### src/rtl/write_back_unit_pkg.sv
// Shared encodings for the MIPS write-back stage: result-source selects,
// load-type codes and a small decode helper.
package write_back_unit_pkg;

   localparam logic [1:0] WB_SEL_ALU  = 2'b00;
   localparam logic [1:0] WB_SEL_MEM  = 2'b01;
   localparam logic [1:0] WB_SEL_LINK = 2'b10;

   localparam logic [2:0] LD_LW  = 3'b000;
   localparam logic [2:0] LD_LB  = 3'b001;
   localparam logic [2:0] LD_LBU = 3'b010;
   localparam logic [2:0] LD_LH  = 3'b011;
   localparam logic [2:0] LD_LHU = 3'b100;

   // Halfword loads are the only ones that can fault on a misaligned address.
   function automatic logic isHalfLoad(input logic [2:0] loadType);
      return (loadType == LD_LH) || (loadType == LD_LHU);
   endfunction

endpackage

### src/rtl/write_back_unit_if.sv
// MEM/WB boundary bundle: pipeline control and operands from the memory stage,
// plus the register-file write port, forwarding bus and status outputs.
interface write_back_unit_if #(
   parameter int B  = 32,
   parameter int D  = 5,
   parameter int CW = 32
);
   logic          stall;
   logic          flush;
   logic          in_valid;
   logic [B-1:0]  mem_data;
   logic [B-1:0]  alu_data;
   logic [B-1:0]  link_addr;
   logic [1:0]    wb_sel;
   logic [2:0]    load_type;
   logic [1:0]    byte_off;
   logic          reg_write;
   logic [D-1:0]  dest_reg;

   logic          wb_valid;
   logic          wb_we;
   logic [D-1:0]  wb_addr;
   logic [B-1:0]  wb_data;
   logic          misalign;
   logic [CW-1:0] retire_cnt;

   modport master (
      output stall, flush, in_valid, mem_data, alu_data, link_addr,
             wb_sel, load_type, byte_off, reg_write, dest_reg,
      input  wb_valid, wb_we, wb_addr, wb_data, misalign, retire_cnt
   );

   modport slave (
      input  stall, flush, in_valid, mem_data, alu_data, link_addr,
             wb_sel, load_type, byte_off, reg_write, dest_reg,
      output wb_valid, wb_we, wb_addr, wb_data, misalign, retire_cnt
   );
endinterface

### src/rtl/write_back_unit_load_align.sv
// Big-endian sub-word load alignment: picks the addressed byte or halfword
// from the raw memory word and sign- or zero-extends it to the datapath width.
module write_back_unit_load_align
   import write_back_unit_pkg::*;
#(
   parameter int B = 32
) (
   input  logic [B-1:0] mem_data_i,
   input  logic [2:0]   load_type_i,
   input  logic [1:0]   byte_off_i,
   output logic [B-1:0] aligned_o,
   output logic         misaligned_o
);

   logic [7:0]  byteSel;
   logic [15:0] halfSel;

   // Lane 0 is the most significant byte of the word.
   always_comb begin
      byteSel = mem_data_i[B-1 -: 8];
      case (byte_off_i)
         2'd0: byteSel = mem_data_i[B-1  -: 8];
         2'd1: byteSel = mem_data_i[B-9  -: 8];
         2'd2: byteSel = mem_data_i[B-17 -: 8];
         2'd3: byteSel = mem_data_i[B-25 -: 8];
         default: byteSel = mem_data_i[B-1 -: 8];
      endcase
      halfSel = byte_off_i[1] ? mem_data_i[B-17 -: 16] : mem_data_i[B-1 -: 16];
   end

   always_comb begin
      aligned_o = mem_data_i;
      case (load_type_i)
         LD_LB:   aligned_o = {{(B-8){byteSel[7]}}, byteSel};
         LD_LBU:  aligned_o = {{(B-8){1'b0}}, byteSel};
         LD_LH:   aligned_o = {{(B-16){halfSel[15]}}, halfSel};
         LD_LHU:  aligned_o = {{(B-16){1'b0}}, halfSel};
         default: aligned_o = mem_data_i;
      endcase
   end

   assign misaligned_o = isHalfLoad(load_type_i) & byte_off_i[0];

endmodule

### src/rtl/write_back_unit.sv
// MIPS write-back stage: MEM/WB pipeline register, result-source mux, register
// write-enable qualification and a wrapping retired-instruction counter.
module write_back_unit
   import write_back_unit_pkg::*;
#(
   parameter int B       = 32,
   parameter int D       = 5,
   parameter int CW      = 32,
   parameter bit ZERO_WP = 1'b1
) (
   input  logic          clk,
   input  logic          rst_n,
   write_back_unit_if.slave bus
);

   if ((B % 16) != 0 || B < 16) begin : gBadWidth
      $error("write_back_unit: B must be a non-zero multiple of 16");
   end

   logic          valid_q, valid_d;
   logic          fresh_q, fresh_d;
   logic [B-1:0]  mem_q, mem_d;
   logic [B-1:0]  alu_q, alu_d;
   logic [B-1:0]  link_q, link_d;
   logic [1:0]    sel_q, sel_d;
   logic [2:0]    ldType_q, ldType_d;
   logic [1:0]    off_q, off_d;
   logic          regWrite_q, regWrite_d;
   logic [D-1:0]  dest_q, dest_d;
   logic [CW-1:0] cnt_q, cnt_d;

   logic [B-1:0]  alignedData;
   logic          misalignedRaw;
   logic          zeroDest;

   // A stall freezes the whole stage; a flush only kills the valid bit, so on
   // stall+flush the data fields keep their old contents. fresh_q marks the
   // first cycle an instruction sits in WB so misalign does not repeat.
   always_comb begin
      valid_d    = valid_q;
      fresh_d    = fresh_q;
      mem_d      = mem_q;
      alu_d      = alu_q;
      link_d     = link_q;
      sel_d      = sel_q;
      ldType_d   = ldType_q;
      off_d      = off_q;
      regWrite_d = regWrite_q;
      dest_d     = dest_q;
      cnt_d      = cnt_q;

      if (!bus.stall) begin
         valid_d    = bus.in_valid;
         fresh_d    = 1'b1;
         mem_d      = bus.mem_data;
         alu_d      = bus.alu_data;
         link_d     = bus.link_addr;
         sel_d      = bus.wb_sel;
         ldType_d   = bus.load_type;
         off_d      = bus.byte_off;
         regWrite_d = bus.reg_write;
         dest_d     = bus.dest_reg;
      end else begin
         fresh_d    = 1'b0;
      end

      if (bus.flush) begin
         valid_d = 1'b0;
      end

      // Counting on the edge that moves an instruction out of WB means a
      // stalled instruction is counted once, when it finally leaves.
      if (valid_q && !bus.stall) begin
         cnt_d = cnt_q + {{(CW-1){1'b0}}, 1'b1};
      end
   end

   always_ff @(posedge clk or negedge rst_n) begin
      if (!rst_n) begin
         valid_q    <= 1'b0;
         fresh_q    <= 1'b0;
         mem_q      <= '0;
         alu_q      <= '0;
         link_q     <= '0;
         sel_q      <= '0;
         ldType_q   <= '0;
         off_q      <= '0;
         regWrite_q <= 1'b0;
         dest_q     <= '0;
         cnt_q      <= '0;
      end else begin
         valid_q    <= valid_d;
         fresh_q    <= fresh_d;
         mem_q      <= mem_d;
         alu_q      <= alu_d;
         link_q     <= link_d;
         sel_q      <= sel_d;
         ldType_q   <= ldType_d;
         off_q      <= off_d;
         regWrite_q <= regWrite_d;
         dest_q     <= dest_d;
         cnt_q      <= cnt_d;
      end
   end

   write_back_unit_load_align #(.B(B)) uAlign (
      .mem_data_i   (mem_q),
      .load_type_i  (ldType_q),
      .byte_off_i   (off_q),
      .aligned_o    (alignedData),
      .misaligned_o (misalignedRaw)
   );

   // Reserved select code 11 falls through to the ALU result.
   always_comb begin
      bus.wb_data = alu_q;
      case (sel_q)
         WB_SEL_MEM:  bus.wb_data = alignedData;
         WB_SEL_LINK: bus.wb_data = link_q;
         default:     bus.wb_data = alu_q;
      endcase
   end

   assign zeroDest       = ZERO_WP && (dest_q == '0);
   assign bus.wb_valid   = valid_q;
   assign bus.wb_addr    = dest_q;
   assign bus.wb_we      = valid_q & regWrite_q & ~misalignedRaw & ~zeroDest;
   assign bus.misalign   = valid_q & fresh_q & misalignedRaw;
   assign bus.retire_cnt = cnt_q;

endmodule

### src/flat_wrapper.sv
// flat-port wrapper written by rule: the top's interface ports become plain ports
module write_back_unit_flat import write_back_unit_pkg::*;
#(
   parameter int B       = 32,
   parameter int D       = 5,
   parameter int CW      = 32,
   parameter bit ZERO_WP = 1'b1
)
  (clk, rst_n, bus_stall, bus_flush, bus_in_valid, bus_mem_data, bus_alu_data, bus_link_addr, bus_wb_sel, bus_load_type, bus_byte_off, bus_reg_write, bus_dest_reg, bus_wb_valid, bus_wb_we, bus_wb_addr, bus_wb_data, bus_misalign, bus_retire_cnt);
  write_back_unit_if #(.B(B), .D(D), .CW(CW)) bus_i ();
  input  logic clk;
  input  logic rst_n;
  input wire logic [$bits(bus_i.stall)-1:0] bus_stall;
  input wire logic [$bits(bus_i.flush)-1:0] bus_flush;
  input wire logic [$bits(bus_i.in_valid)-1:0] bus_in_valid;
  input wire logic [$bits(bus_i.mem_data)-1:0] bus_mem_data;
  input wire logic [$bits(bus_i.alu_data)-1:0] bus_alu_data;
  input wire logic [$bits(bus_i.link_addr)-1:0] bus_link_addr;
  input wire logic [$bits(bus_i.wb_sel)-1:0] bus_wb_sel;
  input wire logic [$bits(bus_i.load_type)-1:0] bus_load_type;
  input wire logic [$bits(bus_i.byte_off)-1:0] bus_byte_off;
  input wire logic [$bits(bus_i.reg_write)-1:0] bus_reg_write;
  input wire logic [$bits(bus_i.dest_reg)-1:0] bus_dest_reg;
  output wire logic [$bits(bus_i.wb_valid)-1:0] bus_wb_valid;
  output wire logic [$bits(bus_i.wb_we)-1:0] bus_wb_we;
  output wire logic [$bits(bus_i.wb_addr)-1:0] bus_wb_addr;
  output wire logic [$bits(bus_i.wb_data)-1:0] bus_wb_data;
  output wire logic [$bits(bus_i.misalign)-1:0] bus_misalign;
  output wire logic [$bits(bus_i.retire_cnt)-1:0] bus_retire_cnt;
  assign bus_i.stall = bus_stall;
  assign bus_i.flush = bus_flush;
  assign bus_i.in_valid = bus_in_valid;
  assign bus_i.mem_data = bus_mem_data;
  assign bus_i.alu_data = bus_alu_data;
  assign bus_i.link_addr = bus_link_addr;
  assign bus_i.wb_sel = bus_wb_sel;
  assign bus_i.load_type = bus_load_type;
  assign bus_i.byte_off = bus_byte_off;
  assign bus_i.reg_write = bus_reg_write;
  assign bus_i.dest_reg = bus_dest_reg;
  assign bus_wb_valid = bus_i.wb_valid;
  assign bus_wb_we = bus_i.wb_we;
  assign bus_wb_addr = bus_i.wb_addr;
  assign bus_wb_data = bus_i.wb_data;
  assign bus_misalign = bus_i.misalign;
  assign bus_retire_cnt = bus_i.retire_cnt;
  write_back_unit #(.B(B), .D(D), .CW(CW), .ZERO_WP(ZERO_WP)) u_core (.clk(clk), .rst_n(rst_n), .bus(bus_i));
endmodule
### config.mk
export PLATFORM = sky130hd
export DESIGN_NAME = write_back_unit_flat
export DESIGN_NICKNAME = d
export VERILOG_FILES = /design/src/rtl/write_back_unit_pkg.sv /design/src/rtl/write_back_unit_if.sv /design/src/rtl/write_back_unit_load_align.sv /design/src/rtl/write_back_unit.sv /design/src/flat_wrapper.sv
export SDC_FILE = /design/constraint.sdc
export NUM_CORES = 1
export LEC_CHECK = 0
export BUFFER_PORTS_ARGS = -buffer_cell sky130_fd_sc_hd__buf_4
export CORE_MARGIN = 2
export CORE_UTILIZATION = 55
export CTS_BUF_LIST = sky130_fd_sc_hd__clkbuf_4 sky130_fd_sc_hd__clkbuf_8
export DETAILED_ROUTE_END_ITERATION = 8
export PLACE_DENSITY = 0.87
export SETUP_SLACK_MARGIN = 0.15
export SLEW_MARGIN = 20
export SYNTH_ARGS = -nofsm -noshare
export SYNTH_HDL_FRONTEND = slang
export SYNTH_SLANG_ARGS = --single-unit
### constraint.sdc
create_clock -name clk -period 2.1 [get_ports clk]
set_input_delay 0.105 -clock clk [delete_from_list [all_inputs] [get_ports clk]]
set_output_delay 0.105 -clock clk [all_outputs]
set_load 0.01 [all_outputs]
After elaboration in Yosys (flattened, before gate mapping)
Index checks and enable logic that the tools add are counted.

Input port bits: 114. Logic and storage cells: 42. Register bits after elaboration: 143. Output and inout bits: 72.

Reduce and logical (&&, ||, !) cells: 5. Bitwise logic cells: 8. Add/sub/neg operators: 1. Equal/unequal tests: 10. Muxes and demuxes: 7.

Operators by type and width (number): $pmux W32 S4 (1); $pmux W32 S2 (1); $add A32 B1 Y32 const B (1); $pmux W8 S4 (1); $mux W16 (1); $and A1 B1 Y1 (6); $eq A2 B2 Y1 const B (3); $eq A3 B2 Y1 const B (2); $logic_not A5 Y1 (1); $eq A2 B1 Y1 const B (2); $eq A3 B1 Y1 const B (1); $eq A3 B3 Y1 const B (1); $mux W1 (3); $logic_not A2 Y1 (1); $ne A2 B1 Y1 const B (1); $not A1 Y1 (2); $logic_and A1 B1 Y1 (1); $logic_not A1 Y1 (1); $logic_or A1 B1 Y1 (1).

Logic depth before layout (Yosys ltp)
Depth in word-level cells: 6. Gate-level depth with buffers: 8. Mapped depth without buffers: 6.

Hierarchy
From an unflattened synthesis, not the netlist that was laid out.

Cell total of the unflattened synthesis: 563. Area, all modules: 7035.5 µm².

By module, submodules not included: write_back_unit (cells each 479, area an instance 6213.5 µm², times used 1); write_back_unit_load_align (cells each 84, area an instance 822.0 µm², times used 1).

Least setup slack after synthesis
OpenSTA, ideal clock, no wires.

Kind: register to output. Start: register u_core.sel_q[0]. End: output port bus_wb_data[16]. Buffers on the path: 3. Setup slack: 0.308 ns. Arrival: 1.687 ns. Stages on the path, launching flop included: 8. Required time: 1.995 ns. Cell sequence: dfrtp_1 > inv_1 > ha_1 > clkbuf_1 > clkbuf_1 > clkbuf_1 > a21oi_1 > a21oi_1.

Cells in the longest elaborated chain, start to end: 2.

Ends and longest elaborated chain: start, declared (RTL line write_back_unit.sv:25) `logic [1:0] sel_q, sel_d;`; start signal, assigned (RTL line write_back_unit.sv:97) `sel_q <= sel_d;`; $eq A2 B2 Y1 or $eq A2 B1 Y1 (tied branches) (RTL line write_back_unit.sv:117) `case (sel_q)`; $pmux W32 S2 (*) (RTL line write_back_unit.sv:117); end, declared (RTL line flat_wrapper.sv:27) `output wire logic [$bits(bus_i.wb_data)-1:0] bus_wb_data;`.

Mark *: on every way between the ends. The rest lies on a longest branch, timed or not.

Final worst setup path
Start: register u_core.mem_q[15]. End: output port bus_wb_data[15].

Cells in the longest elaborated chain, start to end: 3.

Ends and longest elaborated chain: start, declared (RTL line write_back_unit.sv:22) `logic [B-1:0] mem_q, mem_d;`; start signal, assigned (RTL line write_back_unit.sv:94) `mem_q <= mem_d;`; $pmux W8 S4 or $mux W16 (tied branches) (RTL line write_back_unit_load_align.sv:21, write_back_unit_load_align.sv:28); $pmux W32 S4 (*) (RTL line write_back_unit_load_align.sv:33) `case (load_type_i)`; $pmux W32 S2 (*) (RTL line write_back_unit.sv:117).

Marked as above.

==> results_dict.tcl <==
set metrics [dict create \
    outcome "finished, violations left" \
    violations "setup timing" \
    cts-root-buf "clkbuf_8" \
    finalCriticalPeriod_ns 2.500 \
    cellPowerDensity_nw_per_um2 740.5 \
    critPathCaptureType "output pin" \
    cp_slowest_cell "mux4_2" \
    synth-seq-area-share 0.5045 \
    yosysTopAreaCellShare 0.5045 \
    syn_avg_cell_area_um2 11.90 \
    worstMarginPinSlew_ns 0.7212 \
    use_met3 0.1148 \
    num_rows 41 \
    ys_top_cells_by_area "dfrtp_1 (50%), mux2_2 (18%), a21oi_1 (5.0%)" \
    synthFlopType "dfrtp_1" \
    htree_num_levels 4 \
    place.port_buffers 185 \
    grt_usage 0.3818 \
    diodes 0 \
    drt_iter0_drc 860 \
    dieArea_um2 13820 \
    hold_violations 0 \
    synth-edff-count 0 \
    multi_input_area_um2 3666 \
    dpl_cell_area_um2 8762 \
    critical_path_arrival_ns 2.39 \
    synthArstFlopShare 1.000 \
    setup_violations 32 \
    holdCritPathClass "in2async" \
    irDropWorstVdd_mv 0.6961 \
    detail_route.wirelength_um 27710 \
    globalplace.congestion 0.8918 \
    routedWlPerCell_um 24.85 \
    crit_fanout 8 \
    ys_top_cells_by_count "dfrtp_1 (143), mux2_2 (112), a21oi_1 (71)" \
    viasPerCell 6.259 \
    clk-insertion-delay-late_ns 0.45 \
    grt_use_met1 0.4469 \
    fin_total_pwr_mw 8.146 \
    cpPeakStageDelay_ns 0.52 \
    hpwl_um 14000 \
    required_ns 2.00 \
    synthCells 596 \
    cts_tree "built" \
    setup_tns_ns -7.442 \
    cp-start-kind "flip-flop" \
    clk_path_buf_depth 2 \
    relSlewSlack 0.5192 \
    maxCapViolCount 0 \
    netlist.top_cell.by_area "dfrtp_1" \
    max_freq_mhz 400.0 \
    die_x_um 117.6 \
    final_nets 1048 \
    final_area_um2 11000 \
    drc 0 \
    drive_above_1_share 0.4783 \
    pre_cts_slack_ns -0.04467 \
    clkTransAtPathRegs_ns 0.07 \
    antenna_found_initial 0 \
    grt_setup_unrepaired "yes" \
    first_global_vias 7257 \
    setup_ws_ns -0.3999 \
    grt_pass1_wl_um 40940 \
    numCtsBuffers 17 \
    slew_violations 0 \
    first_pass_iters 6 \
    place_inst 941 \
    die_height_um 117.6 \
    skew_ns 0.004711 \
    synth_seq_cells 143 \
    cp_cell_sequence "mux4_2 > a211o_4 > a21oi_1 > o21ai_1 > buf_4" \
    postRouteAntennaNets 0 \
    synth_cell_types 49 \
    fin_crit_sh 1.190 \
    grt_use_met2 0.6356 \
    yosysMostFrequentCell "dfrtp_1" \
    instances_no_fill 1115 \
    n_fill_cell 568 \
    leakage_nw 4.842 \
    globalRouteOverflowTotal 0 \
    core-area_um2 12620 \
    ios 186 \
    seqCellArea_um2 3583 \
    vias 6979 \
    top_usage_layer "met2" \
    clkSinkCount 143 \
    areaGrowthSynthToFinish_pct 55.09 \
    critPathKind "reg2out" \
    ys_warn_count 0 \
    start_util 0.5621 \
    synth_nets 713 \
    grt_start_max_net_pins 58 \
    synth_area_um2 7093 \
]
worst max-delay path: cells and delay by family, from the launching register on:
kind,cells,cell delay (ns)
AO/OA/AOI/OAI,3,0.84
flip-flops,1,0.41
buffers and inverters,1,0.19
multiplexers,1,0.52
power by group:
group	switching, mW	internal, mW
Clock	1.03	1.20
Sequential	0.288	3.00
Combinational	1.27	1.35
Total	2.59	5.56
stage by stage:
| step | util | hold WS [ns] |
|---|---|---|
| after floorplan | - | -0.1906 |
| after global placement | 0.6943 | 0.09641 |
| after detailed placement | 0.6943 | 0.1036 |
| after CTS | 0.8549 | 0.1981 |
| after global routing | 0.8717 | 0.2284 |
| final | 0.8717 | 0.1950 |
per-layer routing:
metal,wire [um],vias to the layer above,part of all wire
li1,-,2869,-
met1,9883,3379,0.36
met2,13240,555,0.48
met3,2662,176,0.096
met4,1927,0,0.070
met5,0,-,0
flip-flops by register name, indices dropped and copies added (netlist names):
signal / flops
u_core.alu_q: 32
u_core.bus.retire_cnt: 32
u_core.link_q: 32
u_core.mem_q: 32
u_core.bus.wb_addr: 5
u_core.ldType_q: 3
u_core.off_q: 2
u_core.sel_q: 2
u_core.bus.wb_valid: 1
u_core.fresh_q: 1
u_core.regWrite_q: 1
cells in the final DEF, fill, tap and decap left out, types with 4 or more instances in the layout:
cell type	netlist	final
a21oi_1	71	55
a21oi_2	0	15
and3_1	7	7
buf_12	0	4
buf_4	4	222
buf_6	0	13
clkbuf_4	0	5
clkbuf_8	0	20
dfrtp_1	143	139
dfrtp_2	0	4
dlygate4sd3_1	0	113
inv_1	7	7
mux2_2	112	112
mux2i_1	7	7
mux4_2	8	8
nand2_1	19	17
nand3_1	14	13
nand4_1	15	15
nor2_1	15	12
nor2b_1	25	24
o211ai_1	20	20
o21ai_0	6	5
o221ai_4	0	6
xnor2_1	24	24
xor2_1	9	9
worst paths after layout:
kind	from	endpoint	slack [ns]	cells past startpoint
hold / removal	rst_n	u_core.link_q[27]	0.19	2
setup / recovery	u_core.mem_q[15]	bus_wb_data[15]	-0.40	5
min in group clk	bus_link_addr[21]	u_core.link_q[21]	0.43	3
hold reg to reg	u_core.bus.retire_cnt[31]	u_core.bus.retire_cnt[31]	0.50	1
max in group asynchronous	rst_n	u_core.alu_q[10]	1.15	3
setup reg to reg	u_core.bus.retire_cnt[0]	u_core.bus.retire_cnt[14]	0.33	6
cell families after synthesis:
logic type / count (synthesis) / share of synthesized area
xor gates and xnor gates: 33 / 0.04075
buffers and inverters: 47 / 0.03034
and+or+nand+nor: 120 / 0.09861
adders and majority gates: 3 / 0.005293
muxes: 127 / 0.2131
AOI/OAI and AO/OA: 123 / 0.1074
DFF: 143 / 0.5045
area by class of cell:
cell class / instances / area share
clock inverter: 6 / 0.007507
timing repair buffer: 355 / 0.2831
inverter: 7 / 0.002389
multi-input combinational: 407 / 0.3333
clock buffer: 25 / 0.02843
tap: 172 / 0.01956
sequential: 143 / 0.3257
what timing repair did:
| item | 4_1_cts | 5_1_grt |
|---|---|---|
| hold endpoints to repair | 165 | 0 |
| setup buffers | 18 | 8 |
| pin swaps | 28 | 19 |
| hold buffers | 113 | 0 |
| setup endpoints to repair | 34 | 34 |
| cloned | 3 | 1 |
| resized for setup | 59 | 25 |
Note: power is estimated with default switching activity, not from simulation.
